$ cat src/rtl/osc_wave_shaper_if.sv
// Sample stream into and out of the wave shaper: phase samples in, shaped samples out.
`timescale 1ns/1ps
interface osc_wave_shaper_if #(
  parameter int V_WIDTH = 3,
  parameter int O_WIDTH = 2
);
  // Valid-only handshake: a beat transfers on every rising clock edge where its
  // valid is high. There is no ready, so the consumer must accept every beat.
  logic               in_valid;
  logic [10:0]        phase_acc;
  logic [V_WIDTH-1:0] vx;
  logic [O_WIDTH-1:0] ox;
  logic [1:0]         wave_sel;
  logic [10:0]        pulse_width;

  logic               out_valid;
  logic [15:0]        wave_out;
  logic [V_WIDTH-1:0] vx_out;
  logic [O_WIDTH-1:0] ox_out;
  logic               wrap_out;

  modport master (
    output in_valid, phase_acc, vx, ox, wave_sel, pulse_width,
    input  out_valid, wave_out, vx_out, ox_out, wrap_out
  );

  modport slave (
    input  in_valid, phase_acc, vx, ox, wave_sel, pulse_width,
    output out_valid, wave_out, vx_out, ox_out, wrap_out
  );
endinterface

$ cat src/rtl/osc_wave_shaper.sv
// Converts time-multiplexed NCO phase samples into signed saw/pulse/triangle/sine
// samples and flags per-slot phase wrap. A fixed pipeline, one sample per clock.
`timescale 1ns/1ps
module osc_wave_shaper #(
  parameter int VOICES  = 8,
  parameter int V_OSC   = 4,
  parameter int V_WIDTH = 3,
  parameter int O_WIDTH = 2
) (
  input logic               sCLK_XVXOSC,
  input logic               reset_reg_N,
  osc_wave_shaper_if.slave  bus
);

  localparam int SLOTS = VOICES * V_OSC;

  // Input capture rank
  logic               r0_valid;
  logic [10:0]        r0_p;
  logic [V_WIDTH-1:0] r0_vx;
  logic [O_WIDTH-1:0] r0_ox;
  logic [1:0]         r0_sel;
  logic [10:0]        r0_pw;

  // Stage 1: wrap detection against per-slot previous phase MSB
  logic [SLOTS-1:0]   prev_msb;
  logic               s1_valid;
  logic [10:0]        s1_p;
  logic [V_WIDTH-1:0] s1_vx;
  logic [O_WIDTH-1:0] s1_ox;
  logic [1:0]         s1_sel;
  logic [10:0]        s1_pw;
  logic               s1_wrap;

  // Stage 2: shaped value, or the raw sine product m for wave_sel 3
  logic               s2_valid;
  logic [V_WIDTH-1:0] s2_vx;
  logic [O_WIDTH-1:0] s2_ox;
  logic [1:0]         s2_sel;
  logic               s2_neg;
  logic               s2_wrap;
  logic [18:0]        s2_val;

  // Output registers
  logic               out_valid_q;
  logic [15:0]        wave_q;
  logic [V_WIDTH-1:0] vx_q;
  logic [O_WIDTH-1:0] ox_q;
  logic               wrap_q;

  logic [V_WIDTH+O_WIDTH-1:0] r0_slot;
  logic                       wrap_c;
  logic [9:0]                 u;
  logic [9:0]                 t;
  logic [18:0]                m;
  logic [15:0]                shaped;
  logic [15:0]                s_mag;
  logic [15:0]                finish;

  assign r0_slot = {r0_vx, r0_ox};
  assign wrap_c  = r0_valid & prev_msb[r0_slot] & ~r0_p[10];

  always_comb begin
    u      = s1_p[9:0];
    t      = s1_p[10] ? ~u : u;
    m      = {9'd0, u} * (19'd1024 - {9'd0, u});
    shaped = 16'd0;
    case (s1_sel)
      2'd0:    shaped = {~s1_p[10], s1_p[9:0], 5'd0};
      2'd1:    shaped = (s1_p < s1_pw) ? 16'h7fff : 16'h8000;
      2'd2:    shaped = {~t[9], t[8:0], 6'd0};
      default: shaped = 16'd0;
    endcase
  end

  // m peaks at exactly 2^18, so m>>3 can only overflow to 0x8000.
  always_comb begin
    s_mag = s2_val[18:3];
    if (s_mag[15]) s_mag = 16'h7fff;
    finish = s2_val[15:0];
    if (s2_sel == 2'd3) finish = s2_neg ? (16'd0 - s_mag) : s_mag;
  end

  always_ff @(posedge sCLK_XVXOSC or negedge reset_reg_N) begin
    if (!reset_reg_N) begin
      r0_valid    <= 1'b0;
      r0_p        <= '0;
      r0_vx       <= '0;
      r0_ox       <= '0;
      r0_sel      <= '0;
      r0_pw       <= '0;
      prev_msb    <= '0;
      s1_valid    <= 1'b0;
      s1_p        <= '0;
      s1_vx       <= '0;
      s1_ox       <= '0;
      s1_sel      <= '0;
      s1_pw       <= '0;
      s1_wrap     <= 1'b0;
      s2_valid    <= 1'b0;
      s2_vx       <= '0;
      s2_ox       <= '0;
      s2_sel      <= '0;
      s2_neg      <= 1'b0;
      s2_wrap     <= 1'b0;
      s2_val      <= '0;
      out_valid_q <= 1'b0;
      wave_q      <= '0;
      vx_q        <= '0;
      ox_q        <= '0;
      wrap_q      <= 1'b0;
    end else begin
      r0_valid <= bus.in_valid;
      r0_p     <= bus.phase_acc;
      r0_vx    <= bus.vx;
      r0_ox    <= bus.ox;
      r0_sel   <= bus.wave_sel;
      r0_pw    <= bus.pulse_width;

      // Back-to-back samples of one slot see each other's MSB on the next edge.
      if (r0_valid) prev_msb[r0_slot] <= r0_p[10];
      s1_valid <= r0_valid;
      s1_p     <= r0_p;
      s1_vx    <= r0_vx;
      s1_ox    <= r0_ox;
      s1_sel   <= r0_sel;
      s1_pw    <= r0_pw;
      s1_wrap  <= wrap_c;

      s2_valid <= s1_valid;
      s2_vx    <= s1_vx;
      s2_ox    <= s1_ox;
      s2_sel   <= s1_sel;
      s2_neg   <= s1_p[10];
      s2_wrap  <= s1_wrap;
      s2_val   <= (s1_sel == 2'd3) ? m : {3'd0, shaped};

      out_valid_q <= s2_valid;
      wrap_q      <= s2_valid & s2_wrap;
      if (s2_valid) begin
        wave_q <= finish;
        vx_q   <= s2_vx;
        ox_q   <= s2_ox;
      end
    end
  end

  assign bus.out_valid = out_valid_q;
  assign bus.wave_out  = wave_q;
  assign bus.vx_out    = vx_q;
  assign bus.ox_out    = ox_q;
  assign bus.wrap_out  = wrap_q;

endmodule
$ cat src/flat_wrapper.sv
// flat-port wrapper written by rule: the top's interface ports become plain ports
module osc_wave_shaper_flat 
#(
  parameter int VOICES  = 8,
  parameter int V_OSC   = 4,
  parameter int V_WIDTH = 3,
  parameter int O_WIDTH = 2
)
  (sCLK_XVXOSC, reset_reg_N, bus_in_valid, bus_phase_acc, bus_vx, bus_ox, bus_wave_sel, bus_pulse_width, bus_out_valid, bus_wave_out, bus_vx_out, bus_ox_out, bus_wrap_out);
  osc_wave_shaper_if #(.V_WIDTH(V_WIDTH), .O_WIDTH(O_WIDTH)) bus_i ();
  input logic sCLK_XVXOSC;
  input logic reset_reg_N;
  input wire logic [$bits(bus_i.in_valid)-1:0] bus_in_valid;
  input wire logic [$bits(bus_i.phase_acc)-1:0] bus_phase_acc;
  input wire logic [$bits(bus_i.vx)-1:0] bus_vx;
  input wire logic [$bits(bus_i.ox)-1:0] bus_ox;
  input wire logic [$bits(bus_i.wave_sel)-1:0] bus_wave_sel;
  input wire logic [$bits(bus_i.pulse_width)-1:0] bus_pulse_width;
  output wire logic [$bits(bus_i.out_valid)-1:0] bus_out_valid;
  output wire logic [$bits(bus_i.wave_out)-1:0] bus_wave_out;
  output wire logic [$bits(bus_i.vx_out)-1:0] bus_vx_out;
  output wire logic [$bits(bus_i.ox_out)-1:0] bus_ox_out;
  output wire logic [$bits(bus_i.wrap_out)-1:0] bus_wrap_out;
  assign bus_i.in_valid = bus_in_valid;
  assign bus_i.phase_acc = bus_phase_acc;
  assign bus_i.vx = bus_vx;
  assign bus_i.ox = bus_ox;
  assign bus_i.wave_sel = bus_wave_sel;
  assign bus_i.pulse_width = bus_pulse_width;
  assign bus_out_valid = bus_i.out_valid;
  assign bus_wave_out = bus_i.wave_out;
  assign bus_vx_out = bus_i.vx_out;
  assign bus_ox_out = bus_i.ox_out;
  assign bus_wrap_out = bus_i.wrap_out;
  osc_wave_shaper #(.VOICES(VOICES), .V_OSC(V_OSC), .V_WIDTH(V_WIDTH), .O_WIDTH(O_WIDTH)) u_core (.sCLK_XVXOSC(sCLK_XVXOSC), .reset_reg_N(reset_reg_N), .bus(bus_i));
endmodule
$ cat config.mk
export PLATFORM = sky130hd
export DESIGN_NAME = osc_wave_shaper_flat
export DESIGN_NICKNAME = d
export VERILOG_FILES = /design/src/rtl/osc_wave_shaper_if.sv /design/src/rtl/osc_wave_shaper.sv /design/src/flat_wrapper.sv
export SDC_FILE = /design/constraint.sdc
export NUM_CORES = 1
export LEC_CHECK = 0
export BUFFER_PORTS_ARGS = -buffer_cell sky130_fd_sc_hd__buf_2
export CELL_PAD_IN_SITES_DETAIL_PLACEMENT = 2
export CELL_PAD_IN_SITES_GLOBAL_PLACEMENT = 2
export CORE_ASPECT_RATIO = 1.75
export CORE_MARGIN = 4
export CORE_UTILIZATION = 41
export DETAILED_ROUTE_END_ITERATION = 10
export PLACE_DENSITY = 0.92
export SYNTH_ARGS = -nofsm -noshare
export SYNTH_HDL_FRONTEND = slang
export SYNTH_SLANG_ARGS = --single-unit
$ cat constraint.sdc
create_clock -name sCLK_XVXOSC -period 8.2 [get_ports sCLK_XVXOSC]
set_clock_uncertainty 0.2 [all_clocks]
set_input_delay 0.82 -clock sCLK_XVXOSC [delete_from_list [all_inputs] [get_ports sCLK_XVXOSC]]
set_output_delay 0.82 -clock sCLK_XVXOSC [all_outputs]
set_load 0.02 [all_outputs]
==> impl_metrics.json <==
{
  "cts_buffers": 17,
  "period_share_pct": 95.3,
  "drive_gt1_share_pct": 15.8,
  "synth_area_um2": 9730,
  "antenna_cells": 0,
  "drc": 0,
  "reg2reg_slack_ns": 0.39,
  "mostFrequentLayoutCells": "dfrtp_1, inv_1, ha_1",
  "hold_depth": 0,
  "period_minus_slack_ns": 7.81,
  "clk_latency_ns": 0.46,
  "synth_edf_count": 0,
  "hold_buffers": 0,
  "cap_violations": 0,
  "final_cell_area_um2": 10900,
  "io_buffers": 54,
  "ys_seq_area_share_pct": 37.3,
  "mostFrequentLayoutCell": "dfrtp_1",
  "fin_nets": 1137,
  "clkSlewWorstSetupHoldPaths_ns": 0.07,
  "synthFlopType": "dfrtp_1",
  "synth-seq-cells": 145,
  "yosysTopAreaCell": "dfrtp_1",
  "grt_start_max_net_pins": 84,
  "setup_viol": 0,
  "p_leak_nw": 5.12,
  "syn_to_final_growth_pct": 11.7,
  "reg2reg_depth": 21,
  "postSynthCellCount": 923,
  "slew_violations": 0,
  "timing.fmax_mhz": 128,
  "antenna_left": 0,
  "grt_pass1_wl_um": 57600,
  "num_rows": 74,
  "tritoncts": "done",
  "place_area_um2": 10300,
  "drt-total-wl_um": 37500,
  "cp.arrival_ns": 7.93,
  "die_area_um2": 26400,
  "critPathCaptureType": "flip-flop",
  "clk_path_buf_depth": 2,
  "place_hpwl_um": 24200,
  "start_util_pct": 41.7,
  "cts_resized": 0,
  "cts_setup_buffers": 0,
  "hold_path_end": "u_core.s1_pw[3]",
  "async_flop_share_pct": 100,
  "synth_cell_types": 64,
  "p_per_area_nw_per_um2": 339,
  "rsz0062_at_grt": "no",
  "synth_top_area_share_pct": 37.3,
  "avgRoutedWirePerCell_um": 29.3,
  "cts_max_level": 4,
  "dr.pass1.iters": 5,
  "status": "finished, final reports clean",
  "fin_tns_setup_ns": 0,
  "hold_violations": 0,
  "grt_use_total_pct": 29.2,
  "ys_warn_count": 0,
  "grt.overflow.total": 0,
  "clock-sinks": 145,
  "r2r_start": "u_core.s1_p[0]",
  "min-delay-start": "u_core.r0_pw[3]",
  "die_w_um": 124,
  "core_um2": 23300,
  "vias": 7573,
  "final_util_pct": 46.6,
  "rr_endpoint": "u_core.s2_val[15]",
  "path_class": "reg2reg",
  "synth.area.top_cells": "dfrtp_1, fa_1, ha_1",
  "first_iter_violations": 503,
  "gpl.final_weighted_congestion": 0.818,
  "tightest_slew_ns": 1.17,
  "first_global_vias": 9144,
  "antenna_found_initial": 1,
  "cts-root-buf": "clkbuf_16",
  "cp-start-kind": "flip-flop",
  "relSlewSlack_pct": 21.4,
  "syn_avg_cell_area_um2": 10.5,
  "hold_path_class": "reg2reg",
  "viasPerCell": 5.90,
  "irDropWorstVdd_v": 0.000243,
  "cp_max_fo": 17,
  "worstPathRequired_ns": 8.32,
  "die_y_um": 212,
  "io_pins": 55
}
-- state kept, by name, indices dropped and copies added, names as in the netlist, 11 cells and up --
name / flops
u_core.prev_msb: 32
u_core.s2_val: 19
u_core.bus.wave_out: 16
u_core.r0_p: 11
u_core.r0_pw: 11
u_core.s1_p: 11
u_core.s1_pw: 11
-- power by group --
group	internal, W	total (W)	switching [W]
logic	0.000675	0.00190	0.00123
clock network	0.000407	0.000798	0.000390
registers	0.000823	0.000984	0.000161
total	0.00191	0.00368	0.00178
-- per-stage QoR --
stage	setup slack (ns)	cells	hold WS, ns	total power (W)
final	0.388	1283	0.156	0.00368
after global routing	0.100	1283	0.161	0.00386
after CTS	0.433	1283	0.159	0.00366
after detailed placement	0.692	1251	0.138	0.00272
after global placement	1.45	1251	0.133	0.00251
after floorplan	1.87	927	0.131	0.00210
-- worst max-delay path, stage by stage (launching register included) --
cell,delay [ns]
dfrtp_1,0.64
inv_1,0.28
ha_1,0.22
nor3b_1,0.43
nand2b_1,0.20
nor4_1,0.44
ha_1,0.43
nand2b_1,0.22
fa_1,0.50
fa_1,0.56
inv_1,0.07
fa_1,0.49
fa_1,0.55
inv_1,0.06
fa_1,0.56
inv_1,0.06
ha_1,0.42
a211oi_1,0.37
o211ai_1,0.23
nand4b_1,0.25
o311ai_0,0.17
a221o_1,0.32
-- cell families (layout without fill, tap and decap cells) --
kind of cell	count (synthesis)	in the layout	synth area share, %
AND/OR/NAND/NOR	275	275	14.8
flip-flops	145	145	37.3
buffers and inverters	144	196	5.77
adder cells (fa/ha/maj)	139	139	23.2
AO/OA/AOI/OAI	135	135	9.16
multiplexers	52	52	6.89
XOR/XNOR	31	31	2.79
other	2	6	0.0772
-- cell usage after synthesis (all sizes together), types with 6 or more instances --
| cell type | n |
|---|---|
| a21o | 9 |
| xnor2 | 20 |
| nor3 | 8 |
| nand2b | 39 |
| clkbuf | 26 |
| and2 | 15 |
| fa | 69 |
| nand4 | 6 |
| ha | 70 |
| mux2 | 40 |
| nor2 | 70 |
| dfrtp | 145 |
| mux4 | 8 |
| a21oi | 41 |
| o21ai | 31 |
| nand2 | 59 |
| a211oi | 14 |
| nor2b | 40 |
| nand3 | 14 |
| xor2 | 11 |
| inv | 102 |
| buf | 15 |
-- layout make-up --
cell class | instances | area (µm²)
clock buffers | 17 | 425
well taps | 304 | 380
fillers | 2407 | 12500
clock inverters | 15 | 161
flip-flops and latches | 145 | 3630
repair buffers | 61 | 329
multi-input cells | 638 | 5550
inverters | 103 | 387
-- routing by layer --
layer | routed length, µm | GRT usage, %
met1 | 12500 | 28.8
met5 | 0 | 0
met4 | 3140 | 21.2
met3 | 1470 | 4.57
met2 | 20400 | 54.9
-- how the worst max path moves through the flow --
stage | start | end | cells past startpoint
2_1_floorplan | u_core.s1_p[0] | u_core.s2_val[15] | 23
6_report | u_core.s1_p[0] | u_core.s2_val[15] | 21
3_5_place_dp | u_core.s1_p[0] | u_core.s2_val[15] | 21
5_1_grt | u_core.s1_p[0] | u_core.s2_val[13] | 22
4_1_cts | u_core.s1_p[0] | u_core.s2_val[15] | 21
3_3_place_gp | u_core.s1_p[0] | u_core.s2_val[15] | 22
Note: power is estimated with default switching activity, not from simulation.
